[config.mk]
export PLATFORM = sky130hd
export DESIGN_NAME = scan_chain_ctrl
export DESIGN_NICKNAME = d
export VERILOG_FILES = /design/src/rtl/scan_pkg.sv /design/src/rtl/scan_shreg.sv /design/src/rtl/scan_chain_ctrl.sv
export SDC_FILE = /design/constraint.sdc
export NUM_CORES = 1
export LEC_CHECK = 0
export CAP_MARGIN = 20
export CORE_ASPECT_RATIO = 0.5
export CORE_MARGIN = 8
export CORE_UTILIZATION = 45
export DETAILED_ROUTE_END_ITERATION = 6
export PLACE_DENSITY = 0.72
export SETUP_SLACK_MARGIN = 0.05
export SLEW_MARGIN = 15
export SYNTH_ARGS = -nofsm -noshare
export SYNTH_HDL_FRONTEND = slang
export SYNTH_SLANG_ARGS = --single-unit
export TNS_END_PERCENT = 5
[constraint.sdc]
create_clock -name CLK -period 1.9 [get_ports CLK]
set_input_delay 0.38 -clock CLK [delete_from_list [all_inputs] [get_ports CLK]]
set_output_delay 0.38 -clock CLK [all_outputs]
set_load 0.03 [all_outputs]
[src/rtl/scan_pkg.sv]
// Shared types for the scan load/capture/unload controller.
package scan_pkg;

  typedef enum logic [2:0] {
    IDLE    = 3'd0,
    SHIFT   = 3'd1,
    CAPTURE = 3'd2,
    UNLOAD  = 3'd3,
    DONE_ST = 3'd4
  } state_t;

  // Counter must hold 0..n inclusive.
  function automatic int cnt_width(input int n);
    return $clog2(n + 1);
  endfunction

endpackage

[src/rtl/scan_shreg.sv]
// N-bit shift register with parallel load and serial input, shifting toward the MSB.
module scan_shreg
  import scan_pkg::*;
#(
  parameter int WIDTH = 8
) (
  input  logic             clk,
  input  logic             rst,
  input  logic             load,
  input  logic [WIDTH-1:0] load_val,
  input  logic             shift_en,
  input  logic             sin,
  output logic [WIDTH-1:0] q
);

  logic [WIDTH-1:0] data_q;
  logic [WIDTH-1:0] data_d;

  always_comb begin
    data_d = data_q;
    if (load) begin
      data_d = load_val;
    end else if (shift_en) begin
      data_d = {data_q[WIDTH-2:0], sin};
    end
  end

  always_ff @(posedge clk) begin
    if (rst) begin
      data_q <= '0;
    end else begin
      data_q <= data_d;
    end
  end

  assign q = data_q;

endmodule

[src/rtl/scan_chain_ctrl.sv]
// Scan controller: shifts a pattern into one chain, pulses capture, unloads the
// response and compares it against an expected value under a mask.
module scan_chain_ctrl
  import scan_pkg::*;
#(
  parameter  int CHAIN_LEN = 32,
  localparam int CNT_W     = cnt_width(CHAIN_LEN)
) (
  input  logic                 CLK,
  input  logic                 RST,
  input  logic                 START,
  input  logic                 ABORT,
  input  logic [CHAIN_LEN-1:0] PAT_IN,
  input  logic [CHAIN_LEN-1:0] EXP_IN,
  input  logic [CHAIN_LEN-1:0] MASK_IN,
  input  logic                 SO,
  output logic                 SE,
  output logic                 SI,
  output logic                 BUSY,
  output logic                 DONE,
  output logic                 FAIL,
  output logic [CHAIN_LEN-1:0] RESP
);

  state_t               state_q, state_d;
  logic [CNT_W-1:0]     cnt_q, cnt_d;
  logic                 se_q, se_d;
  logic                 si_q, si_d;
  logic                 done_q, done_d;
  logic                 fail_q, fail_d;
  logic [CHAIN_LEN-1:0] resp_out_q, resp_out_d;
  logic [CHAIN_LEN-1:0] exp_q, exp_d;
  logic [CHAIN_LEN-1:0] mask_q, mask_d;

  logic                 pat_load;
  logic                 pat_shift;
  logic                 rsp_shift;
  logic                 last_cnt;
  logic [CHAIN_LEN-1:0] pat_q;
  logic [CHAIN_LEN-1:0] rsp_q;

  // PAT_IN[N-1] goes straight to SI on the accept edge, so the register starts one bit ahead.
  scan_shreg #(.WIDTH(CHAIN_LEN)) u_pat (
    .clk      (CLK),
    .rst      (RST),
    .load     (pat_load),
    .load_val ({PAT_IN[CHAIN_LEN-2:0], 1'b0}),
    .shift_en (pat_shift),
    .sin      (1'b0),
    .q        (pat_q)
  );

  scan_shreg #(.WIDTH(CHAIN_LEN)) u_rsp (
    .clk      (CLK),
    .rst      (RST),
    .load     (pat_load),
    .load_val ('0),
    .shift_en (rsp_shift),
    .sin      (SO),
    .q        (rsp_q)
  );

  assign last_cnt = (cnt_q == CNT_W'(CHAIN_LEN - 1));

  always_comb begin
    state_d    = state_q;
    cnt_d      = cnt_q;
    se_d       = 1'b0;
    si_d       = 1'b0;
    done_d     = 1'b0;
    fail_d     = fail_q;
    resp_out_d = resp_out_q;
    exp_d      = exp_q;
    mask_d     = mask_q;
    pat_load   = 1'b0;
    pat_shift  = 1'b0;
    rsp_shift  = 1'b0;

    case (state_q)
      IDLE: begin
        if (START && !ABORT) begin
          state_d  = SHIFT;
          cnt_d    = '0;
          pat_load = 1'b1;
          exp_d    = EXP_IN;
          mask_d   = MASK_IN;
          se_d     = 1'b1;
          si_d     = PAT_IN[CHAIN_LEN-1];
        end
      end
      SHIFT: begin
        pat_shift = 1'b1;
        if (last_cnt) begin
          state_d = CAPTURE;
          cnt_d   = '0;
        end else begin
          cnt_d = cnt_q + CNT_W'(1);
          se_d  = 1'b1;
          si_d  = pat_q[CHAIN_LEN-1];
        end
      end
      CAPTURE: begin
        state_d = UNLOAD;
        cnt_d   = '0;
        se_d    = 1'b1;
      end
      UNLOAD: begin
        rsp_shift = 1'b1;
        if (last_cnt) begin
          state_d = DONE_ST;
          cnt_d   = '0;
        end else begin
          cnt_d = cnt_q + CNT_W'(1);
          se_d  = 1'b1;
        end
      end
      DONE_ST: begin
        state_d    = IDLE;
        done_d     = 1'b1;
        resp_out_d = rsp_q;
        fail_d     = |((rsp_q ^ exp_q) & mask_q);
      end
      default: begin
        state_d = IDLE;
        cnt_d   = '0;
      end
    endcase

    // Abort drops the run without touching the last reported result.
    if (ABORT && (state_q != IDLE)) begin
      state_d    = IDLE;
      cnt_d      = '0;
      se_d       = 1'b0;
      si_d       = 1'b0;
      done_d     = 1'b0;
      fail_d     = fail_q;
      resp_out_d = resp_out_q;
      pat_shift  = 1'b0;
      rsp_shift  = 1'b0;
    end
  end

  always_ff @(posedge CLK) begin
    if (RST) begin
      state_q    <= IDLE;
      cnt_q      <= '0;
      se_q       <= 1'b0;
      si_q       <= 1'b0;
      done_q     <= 1'b0;
      fail_q     <= 1'b0;
      resp_out_q <= '0;
      exp_q      <= '0;
      mask_q     <= '0;
    end else begin
      state_q    <= state_d;
      cnt_q      <= cnt_d;
      se_q       <= se_d;
      si_q       <= si_d;
      done_q     <= done_d;
      fail_q     <= fail_d;
      resp_out_q <= resp_out_d;
      exp_q      <= exp_d;
      mask_q     <= mask_d;
    end
  end

  assign SE   = se_q;
  assign SI   = si_q;
  assign BUSY = (state_q == SHIFT) || (state_q == CAPTURE) || (state_q == UNLOAD);
  assign DONE = done_q;
  assign FAIL = fail_q;
  assign RESP = resp_out_q;

endmodule
==> results of run 1 <==
==> cell families after synthesis <==
kind of cell | Yosys count | share of synthesized area (%)
simple gates | 331 | 20.12
compound gates | 217 | 18.70
flops | 172 | 51.93
buf+inv | 60 | 4.171
xor+xnor | 37 | 4.888
fa+ha+maj | 1 | 0.1887
==> cells in the mapped netlist (2+ instances only) <==
| cell type | count |
|---|---|
| a221oi_1 | 2 |
| inv_1 | 2 |
| buf_4 | 5 |
| nor3b_1 | 2 |
| a2111oi_0 | 2 |
| nand2_1 | 292 |
| xor2_1 | 35 |
| o21bai_1 | 2 |
| nor3_1 | 6 |
| a22oi_1 | 41 |
| dfxtp_1 | 172 |
| a22o_1 | 2 |
| clkbuf_1 | 27 |
| xnor2_1 | 2 |
| nor2_1 | 13 |
| nand2b_1 | 3 |
| a21oi_1 | 160 |
| nand4_1 | 4 |
| nand3_1 | 3 |
| and3_1 | 2 |
| buf_2 | 26 |
==> power groups by stage <==
stage                     registers (uW)  logic (uW)  clock network, uW
after floorplan                     3840         326                  0
after global placement              3850         677                  0
after detailed placement            3850         687                  0
after CTS                           3770         691               3410
after global routing                3780         746               3570
final                               3770         686               3340
==> sequential cells by signal, indices dropped and copies added (netlist names) <==
name,flops
mask_q,32
cnt_q,6
SI,1
RESP,32
FAIL,1
u_pat.q,31
DONE,1
exp_q,32
u_rsp.q,32
state_q,3
SE,1
==> layer usage <==
layer	routed length [um]	track usage [%]	vias up	part of all wire, %
met4	91	4.633	2	0.52
met2	8802	31.79	143	50
met5	13	0	-	0.074
met1	7838	22.12	2802	44
met3	881	4.632	11	5.0
li1	-	-	2996	-
==> per-stage QoR <==
step / std cells / hold WS, ns / total power (uW)
floorplan: 818 / 0.4357 / 4170
global placement: 1126 / 0.4416 / 4527
detailed placement: 1126 / 0.4462 / 4541
CTS: 1158 / 0.2232 / 7869
global route: 1158 / 0.2213 / 8095
finish: 1158 / 0.2377 / 7800
==> repair_timing <==
item                       4_1_cts  5_1_grt
hold endpoints to repair         0        0
pin swaps                        0        0
resized for setup                1        1
setup endpoints to repair        5       32
==> area by class of cell <==
cell class              instances  area [um2]  share of cell area, %
repair buffers                168        1723                  19.30
flip-flops and latches        172        3443                  38.58
clock inverters                15       146.4                  1.640
well taps                     198       247.7                  2.776
clock buffers                  17       425.4                  4.767
multi-input cells             586        2932                  32.85
inverters                       2       7.507                0.08412
==> worst max path at each step <==
stage / from / endpoint / slack [ns] / cells after the start
CTS: FAIL$_SDFFE_PP0P_ / FAIL / 0.04 / 1
finish: FAIL$_SDFFE_PP0P_ / FAIL / 0.05 / 1
global placement: ABORT / RESP[18]$_SDFFE_PP0P_ / -0.11 / 5
detailed placement: START / u_rsp.q[7]$_SDFFE_PP0P_ / -0.14 / 6
floorplan: ABORT / FAIL$_SDFFE_PP0P_ / 0.24 / 7
global route: RESP[24]$_SDFFE_PP0P_ / RESP[24] / 0.01 / 1
==> impl_metrics.tcl, run 1 <==
set metrics [dict create \
    grt_usage_pct 18.09 \
    antenna_found_initial 1 \
    cts_tree "done" \
    drtAntennaViolNets 0 \
    finClkSkew_ns 0.009743 \
    cp-end-kind "output port" \
    hold_depth 2 \
    layout_commonest_cell "nand2_1" \
    coreArea_mm2 0.01443 \
    mostFrequentLayoutCells "nand2_1, dfxtp_1, a21oi_1, clkdlybuf4s50_1, a22oi_1" \
    hold_viol 0 \
    finalWirelength_um 17630 \
    timing.final.max_slew_violations 0 \
    drtIter0Drc 382 \
    cts_root_buffer "clkbuf_16" \
    max_slew_margin_pct 71.44 \
    r2r_start "cnt_q[0]$_SDFFE_PP0P_" \
    n_fill_cell 1268 \
    reg2reg_slack_ns 0.24 \
    num-nets-final 1049 \
    yosysTopAreaCell "dfxtp_1" \
    die_h_um 101.8 \
    synthTopCellsByArea "dfxtp_1, nand2_1, a21oi_1" \
    path_buf_inv 1 \
    power.leakage_uw 0.003236 \
    synthCells 818 \
    worstHoldStart "RST" \
    seqPwrFrac_pct 48.4 \
    clk_pin_slew_ns 0.07 \
    critPathSlowestCell "clkdlybuf4s50_1" \
    period_share_pct 97.34 \
    drc 0 \
    fp-row-count 31 \
    clock_path_buffers 2 \
    r2r_end "cnt_q[2]$_SDFFE_PP0P_" \
    netlist.area_leader.share_pct 51.93 \
    ys.warnings.count 0 \
    worstHoldPathType "in -> reg" \
    worstSetupPathType "reg -> out" \
    cap_violations 0 \
    cts_sinks 172 \
    drive_gt1_share_pct 7.500 \
    h-tree-depth 4 \
    post-route-util_pct 61.85 \
    grt_pass1_wl_um 28190 \
    p_int_uw 5821 \
    vias 5954 \
    post-place-ws_ns -0.1369 \
    die_w_um 187.7 \
    finalSetupTns_ns 0 \
    grt_max_degree 91 \
    cp.arrival_ns 1.47 \
    port_buffers 137 \
    ys.flop_type "dfxtp_1" \
    placed_cell_area_mm2 0.008349 \
    syn-num-nets 920 \
    place_congestion 0.8144 \
    critPathMaxStageDelay_ns 0.69 \
    avgSynthCellArea_um2 8.105 \
    hold_end "RESP[28]$_SDFFE_PP0P_" \
    p_sw_share_pct 25.38 \
    seq_area_frac_synth_pct 51.93 \
    antenna_cells 0 \
    layout_min_cycle_time_ns 1.850 \
    vdd_drop_max_uv 543.4 \
    powerDensity_mw_per_mm2 874.0 \
    clkLatencyLatePin_ns 0.42 \
    pin_count 138 \
    fmax_mhz 540.7 \
    ys_types 36 \
    cp-start-kind "flip-flop" \
    final_area_mm2 0.008925 \
    grt_pass1_vias 5833 \
    post-cts-setup-buffer-count 0 \
    p_comb_share_pct 8.8 \
    grt_overflow 0 \
    ys_ff_latch 172 \
    drt-pass1-iter-count 5 \
    r2r_cells 6 \
    die_area_mm2 0.01911 \
    critPathRequiredTime_ns 1.52 \
    via_per_inst 5.142 \
    floorplan.initialDensity_pct 45.95 \
    outcome "finished clean" \
    rsz0062_at_grt "true" \
    async_flop_share_pct 0 \
    setup_slack_ns 0.05048 \
    worst_pin_slew_ns 0.4284 \
    syn-cell-area_mm2 0.006630 \
    power.switching_uw 1980 \
    numCtsBuffers 17 \
    crit_fanout 2 \
    path_delay_family "buffers and inverters" \
    clockPowerShare_pct 42.8 \
    area_growth_syn_to_layout_pct 34.61 \
    post_drt_wl_per_cell_um 15.22 \
    synth_edf_count 0 \
    crit_chain "clkdlybuf4s50_1" \
    hold_buffers 0 \
    dpl.hpwl_um 12300 \
    setup_viol 0 \
]
No activity file was read; power rests on OpenSTA's default activity.
==> run 2, diff against run 1 <==
--- a/config.mk
+++ b/config.mk
@@ -8,9 +8,9 @@
 export CAP_MARGIN = 20
 export CORE_ASPECT_RATIO = 0.5
 export CORE_MARGIN = 8
-export CORE_UTILIZATION = 45
+export CORE_UTILIZATION = 42
 export DETAILED_ROUTE_END_ITERATION = 6
-export PLACE_DENSITY = 0.72
+export PLACE_DENSITY = 0.68
 export SETUP_SLACK_MARGIN = 0.05
 export SLEW_MARGIN = 15
 export SYNTH_ARGS = -nofsm -noshare
==> impl_metrics.tcl, run 2 (synthesis results as in run 1) <==
set metrics [dict create \
    fmax_mhz 541.2 \
    setup_slack_ns 0.05222 \
    drive_gt1_share_pct 7.604 \
    area_growth_syn_to_layout_pct 34.52 \
    cp-start-kind "flip-flop" \
    path_buf_inv 1 \
    vdd_drop_max_uv 676.3 \
    hold_buffers 0 \
    timing.final.max_slew_violations 0 \
    grt_overflow 0 \
    setup_viol 0 \
    cap_violations 0 \
    port_buffers 137 \
    hold_viol 0 \
    numPlacedInstances 1132 \
    finalWirelength_um 17600 \
    cts_root_buffer "clkbuf_16" \
    worstSetupPathType "reg -> out" \
    critPathRequiredTime_ns 1.52 \
    num-nets-final 1049 \
    coreArea_mm2 0.01541 \
    path_delay_family "buffers and inverters" \
    period_share_pct 97.25 \
    critPathSlowestCell "clkdlybuf4s50_1" \
    power.leakage_uw 0.003231 \
    drtAntennaViolNets 0 \
    max_slew_margin_pct 71.36 \
    crit_fanout 2 \
    h-tree-depth 4 \
    mostFrequentLayoutCells "nand2_1, dfxtp_1, a21oi_1, clkdlybuf4s50_1, a22oi_1" \
    clkLatencyLatePin_ns 0.42 \
    critPathMaxStageDelay_ns 0.69 \
    rsz0062_at_grt "true" \
    vias 5896 \
    grt_max_degree 96 \
    clk_pin_slew_ns 0.07 \
    cts_sinks 172 \
    place_congestion 0.7833 \
    dpl.hpwl_um 12410 \
    post-cts-setup-buffer-count 0 \
    via_per_inst 5.065 \
    grt_pass1_wl_um 29030 \
    die_area_mm2 0.02031 \
    n_fill_cell 1372 \
    post_drt_wl_per_cell_um 15.12 \
    crit_chain "clkdlybuf4s50_1" \
    die_h_um 104.8 \
    worst_pin_slew_ns 0.4295 \
    register_area_mm2 0.003445 \
    clock_path_buffers 2 \
    pin_count 138 \
    multiInputGateArea_mm2 0.002929 \
    numCtsBuffers 17 \
    layout.cells.non_filler 1164 \
    post-place-ws_ns -0.1685 \
    cp.arrival_ns 1.47 \
    whs_ns 0.3934 \
    drtIter0Drc 383 \
    powerDensity_mw_per_mm2 875.4 \
    antenna_found_initial 1 \
    grt_usage_pct 17.16 \
    cts_tree "done" \
    die_w_um 193.7 \
    outcome "finished clean" \
    floorplan.initialDensity_pct 43.01 \
    cp-end-kind "output port" \
    cts_resized 1 \
    worstHoldPathType "in -> reg" \
    layout_min_cycle_time_ns 1.848 \
    drc 0 \
    drt-pass1-iter-count 5 \
    antenna_cells 0 \
    power_uw 7807 \
    layout_commonest_cell "nand2_1" \
    finClkSkew_ns 0.008884 \
    grt_pass1_vias 5838 \
    fp-row-count 32 \
]
==> run 2: cell count changes in the layout (fill, tap and decap cells not counted), sizes merged <==
cell and change:
clkdlybuf4s50 +1, clkinv +2, dlygate4sd2 -1, inv -2
==> run 2: per-layer routing <==
layer  up-vias  part of all wire [%]  wire, um  track usage (%)
li1       2986                     -         -                -
met1      2776                    46      8158            21.56
met2       114                    48      8505            29.00
met3        18                   4.0       709            4.353
met4         2                   1.2       215            4.861
met5         -                 0.074        13                0
==> run 2: worst paths after layout <==
| path | slack, ns | end | depth (start not counted) | from |
|---|---|---|---|---|
| setup / recovery | 0.05 | FAIL | 1 | FAIL$_SDFFE_PP0P_ |
| hold / removal | 0.39 | RESP[30]$_SDFFE_PP0P_ | 2 | RST |
| setup reg to reg | 0.28 | FAIL$_SDFFE_PP0P_ | 5 | state_q[0]$_SDFFE_PP0P_ |
| hold reg to reg | 0.45 | mask_q[11]$_SDFFE_PP0P_ | 2 | mask_q[11]$_SDFFE_PP0P_ |
==> run 2: area by class of cell <==
type                       instances  area share [%]
clock inverter                    15           1.627
sequential                       172           38.62
multi-input combinational        586           32.84
clock buffer                      17           4.770
inverter                           2         0.08418
tap                              204           2.862
timing repair buffer             168           19.19
==> run 2: power by group <==
group          switching, uW  internal (uW)  leakage (uW)
sequential              62.7           3710       0.00140
clock                   1610           1750      0.000277
combinational            324            357       0.00156
total                   1990           5810       0.00323
==> run 2: metrics by stage <==
step	TNS, ns	cell area (um2)	util, %
5_1_grt	0	8919	57.86
6_report	0	8919	57.86
3_3_place_gp	-11.65	8344	54.13
4_1_cts	0	8916	57.84
2_1_floorplan	0	6630	-
3_5_place_dp	-16.56	8344	54.13
==> run 3, diff against run 2 <==
--- a/config.mk
+++ b/config.mk
@@ -11,7 +11,9 @@
 export CORE_UTILIZATION = 42
 export DETAILED_ROUTE_END_ITERATION = 6
 export PLACE_DENSITY = 0.68
+export REMOVE_ABC_BUFFERS = 1
 export SETUP_SLACK_MARGIN = 0.05
+export SKIP_LAST_GASP = 1
 export SLEW_MARGIN = 15
 export SYNTH_ARGS = -nofsm -noshare
 export SYNTH_HDL_FRONTEND = slang
==> impl_metrics.tcl, run 3 (synthesis results as in run 1) <==
set metrics [dict create \
    outcome "finished clean" \
    drt-pass1-iter-count 5 \
    drc 0 \
    critPathMaxStageDelay_ns 0.69 \
    finClkSkew_ns 0.007801 \
    numCtsBuffers 17 \
    finalWirelength_um 17500 \
    powerDensity_mw_per_mm2 890.7 \
    grt_max_degree 49 \
    layout_min_cycle_time_ns 1.842 \
    pin_count 138 \
    drive_gt1_share_pct 7.210 \
    multiInputGateArea_mm2 0.002929 \
    cts_tree "done" \
    hold_buffers 0 \
    reg2reg_slack_ns 0.21 \
    fp-row-count 32 \
    register_area_mm2 0.003443 \
    antenna_found_initial 0 \
    critPathSlowestCell "clkdlybuf4s50_1" \
    cts_root_buffer "clkbuf_16" \
    die_w_um 193.7 \
    via_per_inst 5.115 \
    cp.arrival_ns 1.46 \
    antenna_cells 0 \
    drtAntennaViolNets 0 \
    worstSetupPathType "reg -> out" \
    port_buffers 137 \
    clk_pin_slew_ns 0.07 \
    die_h_um 104.8 \
    mostFrequentLayoutCells "nand2_1, dfxtp_1, a21oi_1, clkdlybuf4s50_1, a22oi_1" \
    vdd_drop_max_uv 700.2 \
    post-cts-setup-buffer-count 0 \
    max_slew_margin_pct 67.59 \
    period_share_pct 96.94 \
    cts_sinks 172 \
    placed_cell_area_mm2 0.008324 \
    whs_ns 0.2355 \
    hold_viol 0 \
    die_area_mm2 0.02031 \
    path_delay_family "buffers and inverters" \
    post-route-util_pct 57.84 \
    grt_pass1_vias 5781 \
    cp-end-kind "output port" \
    final_area_mm2 0.008916 \
    setup_viol 0 \
    cp-start-kind "flip-flop" \
    worst_pin_slew_ns 0.4862 \
    finalSetupTns_ns 0 \
    grt_overflow 0 \
    dpl.hpwl_um 12460 \
    clkLatencyLatePin_ns 0.43 \
    n_fill_cell 1340 \
    crit_chain "clkdlybuf4s50_1" \
    path_buf_inv 1 \
    place_congestion 0.8004 \
    layout_commonest_cell "nand2_1" \
    fmax_mhz 543.0 \
    timing.final.max_slew_violations 0 \
    floorplan.initialDensity_pct 43.01 \
    drtIter0Drc 349 \
    coreArea_mm2 0.01541 \
    grt_usage_pct 16.89 \
    clock_path_buffers 2 \
    num-nets-final 1046 \
    vias 5938 \
    grt_pass1_wl_um 28230 \
    rsz0062_at_grt "true" \
    crit_fanout 2 \
    cap_violations 0 \
    h-tree-depth 4 \
    power.leakage_uw 0.003251 \
    area_growth_syn_to_layout_pct 34.48 \
    critPathRequiredTime_ns 1.52 \
    worstHoldPathType "in -> reg" \
    post_drt_wl_per_cell_um 15.08 \
]
==> run 3: cell count changes in the layout (fill, tap and decap cells not counted), moves of 2 or more <==
cell             before  now
clkdlybuf4s50_1     135  133
bufinv_16             0    2
inv_6                 3    7
clkinv_4              3    0
buf_4                24   21
inv_8                 5    0
clkinv_2              1    3
==> run 3: power by group <==
group          total (uW)  internal, uW  switching [uW]
Combinational         665           349             316
Clock                3500          1990            1510
Sequential           3770          3710            61.1
Total                7940          6050            1890
==> run 3: stage by stage <==
stage	instances	setup slack, ns	total power [uW]
floorplan	760	-2.355	4103
detailed placement	1129	-0.1722	4523
finish	1161	0.05822	7942
global route	1161	0.002486	8229
global placement	1129	-0.1441	4509
CTS	1161	0.02378	8001
==> run 3: repair_timing <==
| item | 4_1_cts | 5_1_grt |
|---|---|---|
| gates cloned | 0 | 0 |
| resized for setup | 1 | 1 |
| endpoints found under the setup margin | 17 | 28 |
==> run 3: final cells by class <==
| type | instances | share of cell area, % |
|---|---|---|
| flip-flops and latches | 172 | 38.62 |
| well taps | 204 | 2.863 |
| clock buffers | 18 | 4.926 |
| clock inverters | 14 | 1.698 |
| inverters | 2 | 0.08420 |
| multi-input cells | 586 | 32.85 |
| repair buffers | 165 | 18.96 |
==> run 3: worst paths after layout <==
path,from,to,cells past startpoint
worst min-delay path,RST,RESP[31]$_SDFFE_PP0P_,2
worst max register to register,state_q[0]$_SDFFE_PP0P_,mask_q[25]$_SDFFE_PP0P_,5
worst max-delay path,RESP[17]$_SDFFE_PP0P_,RESP[17],1
worst min register to register,RESP[18]$_SDFFE_PP0P_,RESP[18]$_SDFFE_PP0P_,2
==> run 3: layer usage <==
layer,up-vias,routed length (um),GRT usage (%)
met5,-,0,0
met1,2783,8011,21.29
met4,0,166,4.915
li1,2990,-,-
met3,13,988,4.930
met2,152,8336,27.87
